`config.mk`:
```
export PLATFORM = sky130hd
export DESIGN_NAME = ad_smp_ctrl_flat
export DESIGN_NICKNAME = d
export VERILOG_FILES = /design/src/rtl/ad_smp_ctrl_if.sv /design/src/rtl/ad_smp_ctrl.sv /design/src/flat_wrapper.sv
export SDC_FILE = /design/constraint.sdc
export NUM_CORES = 1
export LEC_CHECK = 0
export ABC_AREA = 1
export CELL_PAD_IN_SITES_DETAIL_PLACEMENT = 1
export CELL_PAD_IN_SITES_GLOBAL_PLACEMENT = 1
export CORE_ASPECT_RATIO = 1.25
export CORE_MARGIN = 1.5
export CORE_UTILIZATION = 40
export DETAILED_ROUTE_END_ITERATION = 8
export GPL_TIMING_DRIVEN = 1
export PLACE_DENSITY_LB_ADDON = 0.1
export REMOVE_ABC_BUFFERS = 1
export SLEW_MARGIN = 20
export SYNTH_ARGS = -nofsm -noshare
export SYNTH_HDL_FRONTEND = slang
export SYNTH_SLANG_ARGS = --single-unit
```
`constraint.sdc`:
```
create_clock -name clk_sys -period 3 [get_ports clk_sys]
set_clock_uncertainty 0.05 [all_clocks]
set_input_delay 0.75 -clock clk_sys [delete_from_list [all_inputs] [get_ports clk_sys]]
set_output_delay 0.75 -clock clk_sys [all_outputs]
set_load 0.01 [all_outputs]
```
`src/rtl/ad_smp_ctrl_if.sv`:
```
// Sample result port of ad_smp_ctrl: valid/ready result handoff plus overrun status.
// Optional AD_OVR_CNT_EN adds the 16-bit overrun counter.
interface ad_smp_ctrl_if #(
    parameter int DATA_BITS = 12
);
    // Valid/ready: a result transfers on a cycle where smp_vld & smp_rdy; smp_data is stable
    // while smp_vld is high unless a newer result overwrites it (reported through smp_ovr).
    logic [DATA_BITS-1:0] smp_data;
    logic                 smp_vld;
    logic                 smp_rdy;
    logic                 smp_ovr;
`ifdef AD_OVR_CNT_EN
    logic [15:0]          ovr_cnt;
`endif

    modport master (
        output smp_data, smp_vld, smp_ovr,
`ifdef AD_OVR_CNT_EN
        output ovr_cnt,
`endif
        input  smp_rdy
    );

    modport slave (
        input  smp_data, smp_vld, smp_ovr,
`ifdef AD_OVR_CNT_EN
        input  ovr_cnt,
`endif
        output smp_rdy
    );
endinterface

```
`src/rtl/ad_smp_ctrl.sv`:
```
// Serial ADC sampling scheduler: periodic cs_n/sclk frames, burst/continuous modes, result handoff.
// Define AD_OVR_CNT_EN to add the saturating overrun counter on the result interface.
module ad_smp_ctrl #(
    parameter int SCLK_DIV   = 2,
    parameter int FRAME_BITS = 16,
    parameter int DATA_BITS  = 12,
    parameter int QUIET_CYC  = 4
) (
    input  logic        clk_sys,
    input  logic        rst_n,
    input  logic        cfg_en,
    input  logic [15:0] cfg_period,
    input  logic [15:0] cfg_num,
    input  logic        cmd_start,
    input  logic        cmd_stop,
    output logic        busy,
    output logic        done,
    output logic        ad_cs_n,
    output logic        ad_sclk,
    input  logic        ad_sdata,
    ad_smp_ctrl_if.master smp,
    output logic [1:0]  dbg_state
);
    localparam logic [1:0] S_IDLE  = 2'd0;
    localparam logic [1:0] S_CONV  = 2'd1;
    localparam logic [1:0] S_QUIET = 2'd2;
    localparam logic [1:0] S_WAIT  = 2'd3;

    localparam logic [7:0] DIV_LAST   = 8'(SCLK_DIV - 1);
    localparam logic [7:0] HALF_LAST  = 8'(2 * FRAME_BITS - 1);
    localparam logic [7:0] QUIET_LAST = 8'(QUIET_CYC - 1);
    localparam int         LEAD       = 2;

    logic [1:0]           state_q, state_d;
    logic [7:0]           div_q, div_d;
    logic [7:0]           half_q, half_d;
    logic [7:0]           quiet_q, quiet_d;
    logic                 cs_n_q, cs_n_d;
    logic                 sclk_q, sclk_d;
    logic [DATA_BITS-1:0] sh_q, sh_d;
    logic [15:0]          per_q, per_d;
    logic [15:0]          period_q, period_d;
    logic [15:0]          num_q, num_d;
    logic [15:0]          smp_cnt_q, smp_cnt_d;
    logic                 stop_q, stop_d;
    logic                 done_q, done_d;
    logic [DATA_BITS-1:0] data_q, data_d;
    logic                 vld_q, vld_d;
    logic                 ovr_q, ovr_d;
`ifdef AD_OVR_CNT_EN
    logic [15:0]          ovr_cnt_q, ovr_cnt_d;
`endif
    logic                 stop_req;
    logic                 load;
    logic                 finish;
    logic                 enter_conv;
    logic                 burst_end;

    always_comb begin
        state_d    = state_q;
        div_d      = div_q;
        half_d     = half_q;
        quiet_d    = quiet_q;
        cs_n_d     = cs_n_q;
        sclk_d     = sclk_q;
        sh_d       = sh_q;
        per_d      = (per_q == 16'hFFFF) ? per_q : per_q + 16'd1;
        period_d   = period_q;
        num_d      = num_q;
        smp_cnt_d  = smp_cnt_q;
        stop_d     = stop_q;
        done_d     = 1'b0;
        data_d     = data_q;
        vld_d      = vld_q;
        ovr_d      = ovr_q;
`ifdef AD_OVR_CNT_EN
        ovr_cnt_d  = ovr_cnt_q;
`endif
        stop_req   = cmd_stop | ~cfg_en;
        load       = 1'b0;
        finish     = 1'b0;
        enter_conv = 1'b0;
        burst_end  = 1'b0;

        if (state_q != S_IDLE && stop_req) stop_d = 1'b1;

        case (state_q)
            S_IDLE: begin
                if (cmd_start && cfg_en && !cmd_stop) begin
                    period_d   = cfg_period;
                    num_d      = cfg_num;
                    smp_cnt_d  = 16'd0;
                    stop_d     = 1'b0;
                    ovr_d      = 1'b0;
`ifdef AD_OVR_CNT_EN
                    ovr_cnt_d  = 16'd0;
`endif
                    enter_conv = 1'b1;
                end
            end
            S_CONV: begin
                if (div_q == DIV_LAST) begin
                    div_d  = 8'd0;
                    sclk_d = ~sclk_q;
                    // Rising sclk edge k carries frame bit FRAME_BITS-1-k; keep only the result field.
                    if (!sclk_q && half_q[7:1] >= 7'(LEAD) && half_q[7:1] < 7'(LEAD + DATA_BITS))
                        sh_d = {sh_q[DATA_BITS-2:0], ad_sdata};
                    if (half_q == HALF_LAST) begin
                        state_d = S_QUIET;
                        quiet_d = 8'd0;
                        cs_n_d  = 1'b1;
                        sclk_d  = 1'b1;
                    end else begin
                        half_d = half_q + 8'd1;
                    end
                end else begin
                    div_d = div_q + 8'd1;
                end
            end
            S_QUIET: begin
                if (quiet_q == 8'd0) begin
                    load      = 1'b1;
                    smp_cnt_d = smp_cnt_q + 16'd1;
                end
                if (quiet_q == QUIET_LAST) begin
                    burst_end = stop_q | stop_req | ((num_q != 16'd0) && (smp_cnt_d == num_q));
                    if (burst_end)               finish     = 1'b1;
                    else if (per_q >= period_q)  enter_conv = 1'b1;
                    else                         state_d    = S_WAIT;
                end else begin
                    quiet_d = quiet_q + 8'd1;
                end
            end
            default: begin
                if (stop_q || stop_req)      finish     = 1'b1;
                else if (per_q >= period_q)  enter_conv = 1'b1;
            end
        endcase

        // The period counter restarts on every cs_n falling edge.
        if (enter_conv) begin
            state_d = S_CONV;
            cs_n_d  = 1'b0;
            sclk_d  = 1'b0;
            div_d   = 8'd0;
            half_d  = 8'd0;
            per_d   = 16'd1;
        end
        if (finish) begin
            state_d = S_IDLE;
            done_d  = 1'b1;
        end

        if (load) begin
            data_d = sh_q;
            vld_d  = 1'b1;
            if (vld_q && !smp.smp_rdy) begin
                ovr_d = 1'b1;
`ifdef AD_OVR_CNT_EN
                if (ovr_cnt_q != 16'hFFFF) ovr_cnt_d = ovr_cnt_q + 16'd1;
`endif
            end
        end else if (vld_q && smp.smp_rdy) begin
            vld_d = 1'b0;
        end
    end

    always_ff @(posedge clk_sys or negedge rst_n) begin
        if (!rst_n) begin
            state_q   <= S_IDLE;
            div_q     <= 8'd0;
            half_q    <= 8'd0;
            quiet_q   <= 8'd0;
            cs_n_q    <= 1'b1;
            sclk_q    <= 1'b1;
            sh_q      <= '0;
            per_q     <= 16'd0;
            period_q  <= 16'd0;
            num_q     <= 16'd0;
            smp_cnt_q <= 16'd0;
            stop_q    <= 1'b0;
            done_q    <= 1'b0;
            data_q    <= '0;
            vld_q     <= 1'b0;
            ovr_q     <= 1'b0;
`ifdef AD_OVR_CNT_EN
            ovr_cnt_q <= 16'd0;
`endif
        end else begin
            state_q   <= state_d;
            div_q     <= div_d;
            half_q    <= half_d;
            quiet_q   <= quiet_d;
            cs_n_q    <= cs_n_d;
            sclk_q    <= sclk_d;
            sh_q      <= sh_d;
            per_q     <= per_d;
            period_q  <= period_d;
            num_q     <= num_d;
            smp_cnt_q <= smp_cnt_d;
            stop_q    <= stop_d;
            done_q    <= done_d;
            data_q    <= data_d;
            vld_q     <= vld_d;
            ovr_q     <= ovr_d;
`ifdef AD_OVR_CNT_EN
            ovr_cnt_q <= ovr_cnt_d;
`endif
        end
    end

    assign busy         = (state_q != S_IDLE);
    assign done         = done_q;
    assign ad_cs_n      = cs_n_q;
    assign ad_sclk      = sclk_q;
    assign dbg_state    = state_q;
    assign smp.smp_data = data_q;
    assign smp.smp_vld  = vld_q;
    assign smp.smp_ovr  = ovr_q;
`ifdef AD_OVR_CNT_EN
    assign smp.ovr_cnt  = ovr_cnt_q;
`endif
endmodule

```
`src/flat_wrapper.sv`:
```
// flat-port wrapper written by rule: the top's interface ports become plain ports
module ad_smp_ctrl_flat 
#(
    parameter int SCLK_DIV   = 2,
    parameter int FRAME_BITS = 16,
    parameter int DATA_BITS  = 12,
    parameter int QUIET_CYC  = 4
)
  (clk_sys, rst_n, cfg_en, cfg_period, cfg_num, cmd_start, cmd_stop, busy, done, ad_cs_n, ad_sclk, ad_sdata, dbg_state, smp_smp_data, smp_smp_vld, smp_smp_ovr, smp_smp_rdy);
  ad_smp_ctrl_if #(.DATA_BITS(DATA_BITS)) smp_i ();
  input  logic clk_sys;
  input  logic rst_n;
  input  logic cfg_en;
  input  logic [15:0] cfg_period;
  input  logic [15:0] cfg_num;
  input  logic cmd_start;
  input  logic cmd_stop;
  output logic busy;
  output logic done;
  output logic ad_cs_n;
  output logic ad_sclk;
  input  logic ad_sdata;
  output logic [1:0] dbg_state;
  output wire logic [$bits(smp_i.smp_data)-1:0] smp_smp_data;
  output wire logic [$bits(smp_i.smp_vld)-1:0] smp_smp_vld;
  output wire logic [$bits(smp_i.smp_ovr)-1:0] smp_smp_ovr;
  input wire logic [$bits(smp_i.smp_rdy)-1:0] smp_smp_rdy;
  assign smp_smp_data = smp_i.smp_data;
  assign smp_smp_vld = smp_i.smp_vld;
  assign smp_smp_ovr = smp_i.smp_ovr;
  assign smp_i.smp_rdy = smp_smp_rdy;
  ad_smp_ctrl #(.SCLK_DIV(SCLK_DIV), .FRAME_BITS(FRAME_BITS), .DATA_BITS(DATA_BITS), .QUIET_CYC(QUIET_CYC)) u_core (.clk_sys(clk_sys), .rst_n(rst_n), .cfg_en(cfg_en), .cfg_period(cfg_period), .cfg_num(cfg_num), .cmd_start(cmd_start), .cmd_stop(cmd_stop), .busy(busy), .done(done), .ad_cs_n(ad_cs_n), .ad_sclk(ad_sclk), .ad_sdata(ad_sdata), .smp(smp_i), .dbg_state(dbg_state));
endmodule
```
==> flow_metrics.tcl, run 1 <==
set metrics [dict create \
    outcome "finished clean" \
    crit_fanout 10 \
    insertion_delay_ps 420 \
    critPathLaunchType "flip-flop" \
    detail_route.iter0.violations 234 \
    n_antenna_cell 0 \
    power_density_nw_per_um2 832.0 \
    report.power.total_mw 6.660 \
    drt_first_pass_iters 4 \
    cap_violations 0 \
    drc_errors 0 \
    clock-sinks 120 \
    fmax_mhz 362.8 \
    htree_num_levels 4 \
    finalSetupViolCount 0 \
    core_area_um2 16070 \
    hpwl_mm 13.13 \
    place_congestion 0.7915 \
    period_minus_slack_ps 2756 \
    period_share 0.9187 \
    instances_no_fill 1137 \
    met3_usage 0.04332 \
    place_inst 1102 \
    hold_slack_ps 202.7 \
    die-width_um 117.2 \
    synth_area_per_cell_um2 7.784 \
    die_area_um2 17070 \
    fill_cells 1978 \
    antenna_found_initial 0 \
    critPathTopFamily "simple AND/OR/NAND/NOR gates" \
    netlist_area_um2 6515 \
    clk_transition_reported_paths_ps 60 \
    synth_warnings 0 \
    ys.flop_type "dfrtp_1" \
    arrival_ps 3010 \
    routed_wl_mm 18.28 \
    ys_ff_latch 120 \
    area_growth_pct 22.87 \
    r2r_slack_ps 240 \
    crit_chain "inv_1 > ha_1 > nand2_1 > nor2_4 > buf_12 > nand2_1 > nand3_1 > nand2_1 > nor2_1 > nand2_1 > nor2_1 > nand2_1 > nor2_2 > nand3_1 > nand3_1 > nand3_2 > nand2_4 > nand2_1 > o21ai_0" \
    grt_use_met2 0.4052 \
    netlist_instances 837 \
    ys_seq_area_frac 0.4613 \
    cts_buffers 17 \
    via_count 5900 \
    synth_edf_count 0 \
    synth_async_sr_flop_share 1.000 \
    grt_pass1_wl_mm 30.42 \
    utilization 0.4981 \
    cp_slowest_cell "dfrtp_1" \
    met1_usage 0.2655 \
    path_common_cell "nand2_1" \
    crit_start "u_core.quiet_q[1]$_DFFE_PN0P_" \
    maxSlewViolCount 0 \
    cts_tree "yes" \
    worst_pin_slew_ps 807.5 \
    grt_pass1_vias 6423 \
    r2r-end "u_core.div_q[3]$_DFFE_PN0P_" \
    relSlewSlack 0.4604 \
    portBuffers 58 \
    final.setup.tns_ps 0 \
    die_y_um 145.7 \
    cp_num_buf_inv 2 \
    grt_overflow 0 \
    r2r-start "u_core.quiet_q[1]$_DFFE_PN0P_" \
    finalNetCount 975 \
    ir_worst_vdd_v 0.0004263 \
    critPathKind "flip-flop to flip-flop" \
    slowest_delay_ps 380 \
    critical_path.endpoint "u_core.div_q[3]$_DFFE_PN0P_" \
    synth.distinct_cells 41 \
    grt_max_degree 64 \
    routedWlPerCell_um 16.07 \
    row_count 52 \
    cts_buffer_depth 2 \
    regArea_um2 3005 \
    multiInputGateArea_um2 3000 \
    rsz0062_at_grt "no" \
    leakage_nw 3.702 \
    rr_worst_depth 19 \
    num_io_pins 59 \
    hold_class "primary input to async pin" \
    gr-max-usage-layer "met2" \
    start_util 0.4054 \
    worstPathRequired_ps 3260 \
    cp_num_cells 19 \
    vias_per_cell 5.189 \
    hold_viol 0 \
    groute.usage.overall 0.2278 \
    cts_root_buffer "clkbuf_16" \
    drive_gt1_frac 0.07818 \
    cp-end-kind "flip-flop" \
    ant_nets 0 \
]
final cells by class:
| cell class | count | share of cell area |
|---|---|---|
| Tap cell | 216 | 0.03376 |
| Timing Repair Buffer | 72 | 0.09065 |
| Multi-Input combinational cell | 577 | 0.3748 |
| Sequential cell | 120 | 0.3754 |
| Clock inverter | 12 | 0.01297 |
| Inverter | 121 | 0.05705 |
| Clock buffer | 19 | 0.05533 |
stage by stage:
stage	instance area (µm²)	worst slack [ps]
4_1_cts	7916	106.1
6_report	8005	243.8
3_3_place_gp	7367	206.0
5_1_grt	8005	10.18
2_1_floorplan	6419	249.0
3_5_place_dp	7367	53.58
cell families after synthesis:
family                   synth area share
flip-flops                         0.4613
AND/OR/NAND/NOR                    0.2771
multiplexers                     0.004993
AO/OA/AOI/OAI                     0.09641
buffers and inverters             0.08450
adder cells (fa/ha/maj)           0.05185
XOR/XNOR                          0.02381
power by group:
group	switching (mW)	internal (mW)
logic	1.55	0.904
clock network	0.759	1.15
registers	0.299	1.99
registers in the layout (all words and copies together), names as in the netlist:
name and cells:
u_core.per_q 16, u_core.dbg_state 2, u_core.quiet_q 8, u_core.num_q 16, u_core.stop_q 1, u_core.smp.smp_ovr 1, u_core.done 1, u_core.period_q 16
u_core.ad_sclk 1, u_core.smp.smp_vld 1, u_core.div_q 8, u_core.smp_cnt_q 16, u_core.half_q 8, u_core.ad_cs_n 1, u_core.smp.smp_data 12, u_core.sh_q 12
cell usage after synthesis, types with 3 or more instances:
cell type / number / area share
nand2_1: 224 / 0.13
nor4_1: 7 / 0.0067
nand3_1: 38 / 0.029
a21oi_1: 20 / 0.015
nand3_2: 4 / 0.0061
a31oi_1: 3 / 0.0029
nor3b_1: 4 / 0.0046
dfrtp_1: 118 / 0.45
nand4_1: 20 / 0.019
o22ai_1: 13 / 0.012
clkbuf_1: 11 / 0.0063
o21ai_0: 72 / 0.055
nor2_1: 83 / 0.048
nor3_2: 5 / 0.0077
nand3b_1: 4 / 0.0046
o211ai_1: 4 / 0.0046
xor2_1: 11 / 0.015
ha_1: 27 / 0.052
xnor2_1: 4 / 0.0054
nor3_1: 18 / 0.014
inv_1: 119 / 0.069
how the worst min path moves through the flow:
stage | from | end
detailed placement | u_core.smp.smp_data[4]$_DFFE_PN0P_ | u_core.smp.smp_data[4]$_DFFE_PN0P_
global placement | u_core.sh_q[9]$_DFFE_PN0P_ | u_core.sh_q[9]$_DFFE_PN0P_
finish | rst_n | u_core.smp_cnt_q[1]$_DFFE_PN0P_
floorplan | rst_n | u_core.dbg_state[0]$_DFFE_PN0P_
CTS | rst_n | u_core.num_q[4]$_DFFE_PN0P_
global route | rst_n | u_core.smp_cnt_q[1]$_DFFE_PN0P_
placed cells by master, fill, tap and decap left out, types with 2 or more instances in the layout:
| master | instances |
|---|---|
| nand3_1 | 37 |
| nand2_1 | 224 |
| nand3b_1 | 4 |
| buf_4 | 12 |
| dfstp_2 | 2 |
| nor3_2 | 5 |
| buf_12 | 2 |
| o21ai_0 | 71 |
| dfrtp_1 | 118 |
| o211ai_1 | 4 |
| nand2_4 | 2 |
| ha_1 | 27 |
| nor2_4 | 2 |
| nor2_1 | 81 |
| o21ai_1 | 2 |
| nor3b_2 | 2 |
| clkinv_4 | 2 |
| nor2_2 | 3 |
| inv_2 | 2 |
| clkinv_2 | 5 |
| xnor2_1 | 4 |
| nor3b_1 | 2 |
| nand4_1 | 20 |
| nor3_1 | 17 |
| xor2_1 | 11 |
| clkbuf_16 | 18 |
| nor4_1 | 7 |
| inv_1 | 117 |
| nand3_2 | 5 |
| mux2_2 | 2 |
| a31oi_1 | 3 |
| clkdlybuf4s50_1 | 57 |
| a21oi_1 | 20 |
| o22ai_1 | 13 |
| clkinvlp_4 | 3 |
routing by layer:
layer,vias to the layer above,part of all wire
li1,2843,-
met1,2937,0.43
met2,92,0.52
met3,28,0.027
met4,0,0.022
met5,-,0
repair_timing:
action                                  in CTS  in global routing
resized for setup                            1                 11
pin swaps                                    0                  3
hold endpoints to repair                     0                  0
hold buffers                                 0                  0
endpoints found under the setup margin       1                 13
setup buffers                                0                  3
cloned                                       0                  1
(Power assumes the default switching activity.)
==> run 2: changes to the inputs <==
--- a/config.mk
+++ b/config.mk
@@ -11,11 +11,12 @@
 export CORE_ASPECT_RATIO = 1.25
 export CORE_MARGIN = 1.5
 export CORE_UTILIZATION = 40
+export CTS_BUF_LIST = sky130_fd_sc_hd__clkbuf_4 sky130_fd_sc_hd__clkbuf_8
 export DETAILED_ROUTE_END_ITERATION = 8
 export GPL_TIMING_DRIVEN = 1
 export PLACE_DENSITY_LB_ADDON = 0.1
 export REMOVE_ABC_BUFFERS = 1
-export SLEW_MARGIN = 20
+export SLEW_MARGIN = 30
 export SYNTH_ARGS = -nofsm -noshare
 export SYNTH_HDL_FRONTEND = slang
 export SYNTH_SLANG_ARGS = --single-unit
==> flow_metrics.tcl, run 2 (same netlist as run 1, synthesis figures left out) <==
set metrics [dict create \
    period_minus_slack_ps 2753 \
    relSlewSlack 0.4764 \
    place_ws_ps 53.58 \
    layout_common_cells "nand2_1 (224), dfrtp_1 (118), inv_1 (117)" \
    via_count 5830 \
    clk_transition_reported_paths_ps 80 \
    worst_pin_slew_ps 783.4 \
    critPathLaunchType "flip-flop" \
    r2r-end "u_core.div_q[3]$_DFFE_PN0P_" \
    finalWorstSetupSlack_ps 247.0 \
    cts_tree "yes" \
    place_congestion 0.7915 \
    core_area_um2 16070 \
    hpwl_mm 13.13 \
    crit_chain "inv_1 > ha_1 > nand2_1 > nor2_4 > buf_12 > nand2_1 > nand3_1 > nand2_1 > nor2_1 > nand2_1 > nor2_1 > nand2_1 > nor2_2 > nand3_1 > nand3_1 > nand3_2 > nand2_4 > nand2_1 > o21ai_0" \
    cap_violations 0 \
    antenna_found_initial 0 \
    period_share 0.9177 \
    crit_fanout 10 \
    hold_viol 0 \
    rsz0062_at_grt "no" \
    finalNetCount 974 \
    clock-sinks 120 \
    drt_first_pass_iters 4 \
    grt_max_degree 64 \
    critical_path.endpoint "u_core.div_q[3]$_DFFE_PN0P_" \
    start_util 0.4054 \
    insertion_delay_ps 450 \
    cp_slowest_cell "dfrtp_1" \
    finalSetupViolCount 0 \
    hold_class "primary input to async pin" \
    die_y_um 145.7 \
    detail_route.iter0.violations 219 \
    critPathKind "flip-flop to flip-flop" \
    drc_errors 0 \
    area_growth_pct 19.95 \
    leakage_nw 3.613 \
    portBuffers 58 \
    drive_gt1_frac 0.08043 \
    path_common_cell "nand2_1" \
    grt_pass1_vias 6417 \
    arrival_ps 3040 \
    grt_overflow 0 \
    final.setup.tns_ps 0 \
    grt_pass1_wl_mm 29.93 \
    ir_worst_vdd_v 0.0002809 \
    row_count 52 \
    ant_nets 0 \
    n_antenna_cell 0 \
    r2r-start "u_core.quiet_q[1]$_DFFE_PN0P_" \
    outcome "finished clean" \
    num_io_pins 59 \
    htree_num_levels 4 \
    final_common_cell "nand2_1" \
    crit_start "u_core.quiet_q[1]$_DFFE_PN0P_" \
    vias_per_cell 5.132 \
    cts_root_buffer "clkbuf_8" \
    power_density_nw_per_um2 779.2 \
    cts_buffer_depth 2 \
    groute.usage.overall 0.2229 \
    maxSlewViolCount 0 \
    fmax_mhz 363.2 \
    die_area_um2 17070 \
    routedWlPerCell_um 15.71 \
    routed_wl_mm 17.85 \
    cp-end-kind "flip-flop" \
    cts_buffers 17 \
    rr_worst_depth 19 \
    slowest_delay_ps 380 \
    worstPathRequired_ps 3290 \
    die-width_um 117.2 \
    holdBufCountCts 0 \
    r2r_slack_ps 250 \
]
[run 2: cell types whose count changed in the layout (fill, tap and decap cells not counted), sizes merged]
cell  before  now
buf       14   13
[run 2: through the flow]
| stage | hold slack, ps | area, µm² | instances | utilization | total power, mW |
|---|---|---|---|---|---|
| 4_1_cts | 157.3 | 7726 | 1133 | 0.4808 | 6.055 |
| 6_report | 160.3 | 7815 | 1136 | 0.4863 | 6.090 |
| 2_1_floorplan | 399.2 | 6419 | 818 | - | 3.754 |
| 3_5_place_dp | 424.4 | 7367 | 1102 | 0.4584 | 4.658 |
| 5_1_grt | 158.9 | 7815 | 1136 | 0.4863 | 6.587 |
| 3_3_place_gp | 418.4 | 7367 | 1102 | 0.4584 | 4.548 |
[run 2: layer usage]
| layer | routed length [µm] | up-vias | share of wire | GRT usage |
|---|---|---|---|---|
| met5 | 0 | - | 0 | 0 |
| met4 | 371 | 0 | 0.021 | 0.08072 |
| met3 | 507 | 26 | 0.028 | 0.04581 |
| met2 | 9221 | 85 | 0.52 | 0.3945 |
| met1 | 7751 | 2882 | 0.43 | 0.2619 |
| li1 | - | 2837 | - | - |
[run 2: power breakdown]
| group | internal [mW] | switching [mW] |
|---|---|---|
| Combinational | 0.897 | 1.54 |
| Sequential | 1.99 | 0.295 |
| Clock | 0.676 | 0.688 |
[run 2: timing repair]
action	in CTS	in global routing
resized for setup	0	15
endpoints found under the setup margin	0	30
setup buffers	0	2
[run 2: area by class of cell]
| class | count | area (µm²) |
|---|---|---|
| Clock inverter | 12 | 103.9 |
| Tap cell | 216 | 270.3 |
| Fill cell | 2004 | 8255 |
| Timing Repair Buffer | 71 | 718.2 |
| Multi-Input combinational cell | 577 | 3005 |
| Clock buffer | 19 | 255.2 |
| Sequential cell | 120 | 3005 |
| Inverter | 121 | 456.7 |
[run 2: worst min path at each step]
stage | endpoint | depth (start not counted)
after floorplan | u_core.dbg_state[0]$_DFFE_PN0P_ | 0
after global placement | u_core.sh_q[9]$_DFFE_PN0P_ | 2
after detailed placement | u_core.smp.smp_data[4]$_DFFE_PN0P_ | 2
after CTS | u_core.smp_cnt_q[1]$_DFFE_PN0P_ | 1
after global routing | u_core.smp_cnt_q[1]$_DFFE_PN0P_ | 1
final | u_core.smp_cnt_q[1]$_DFFE_PN0P_ | 1
[run 2: critical path, delay by kind of cell (launching register included)]
family,cells,cell delay (ps)
AO/OA/AOI/OAI,1,270
adder cells (fa/ha/maj),1,150
buffers and inverters,2,240
flip-flops,1,380
AND/OR/NAND/NOR,15,1540
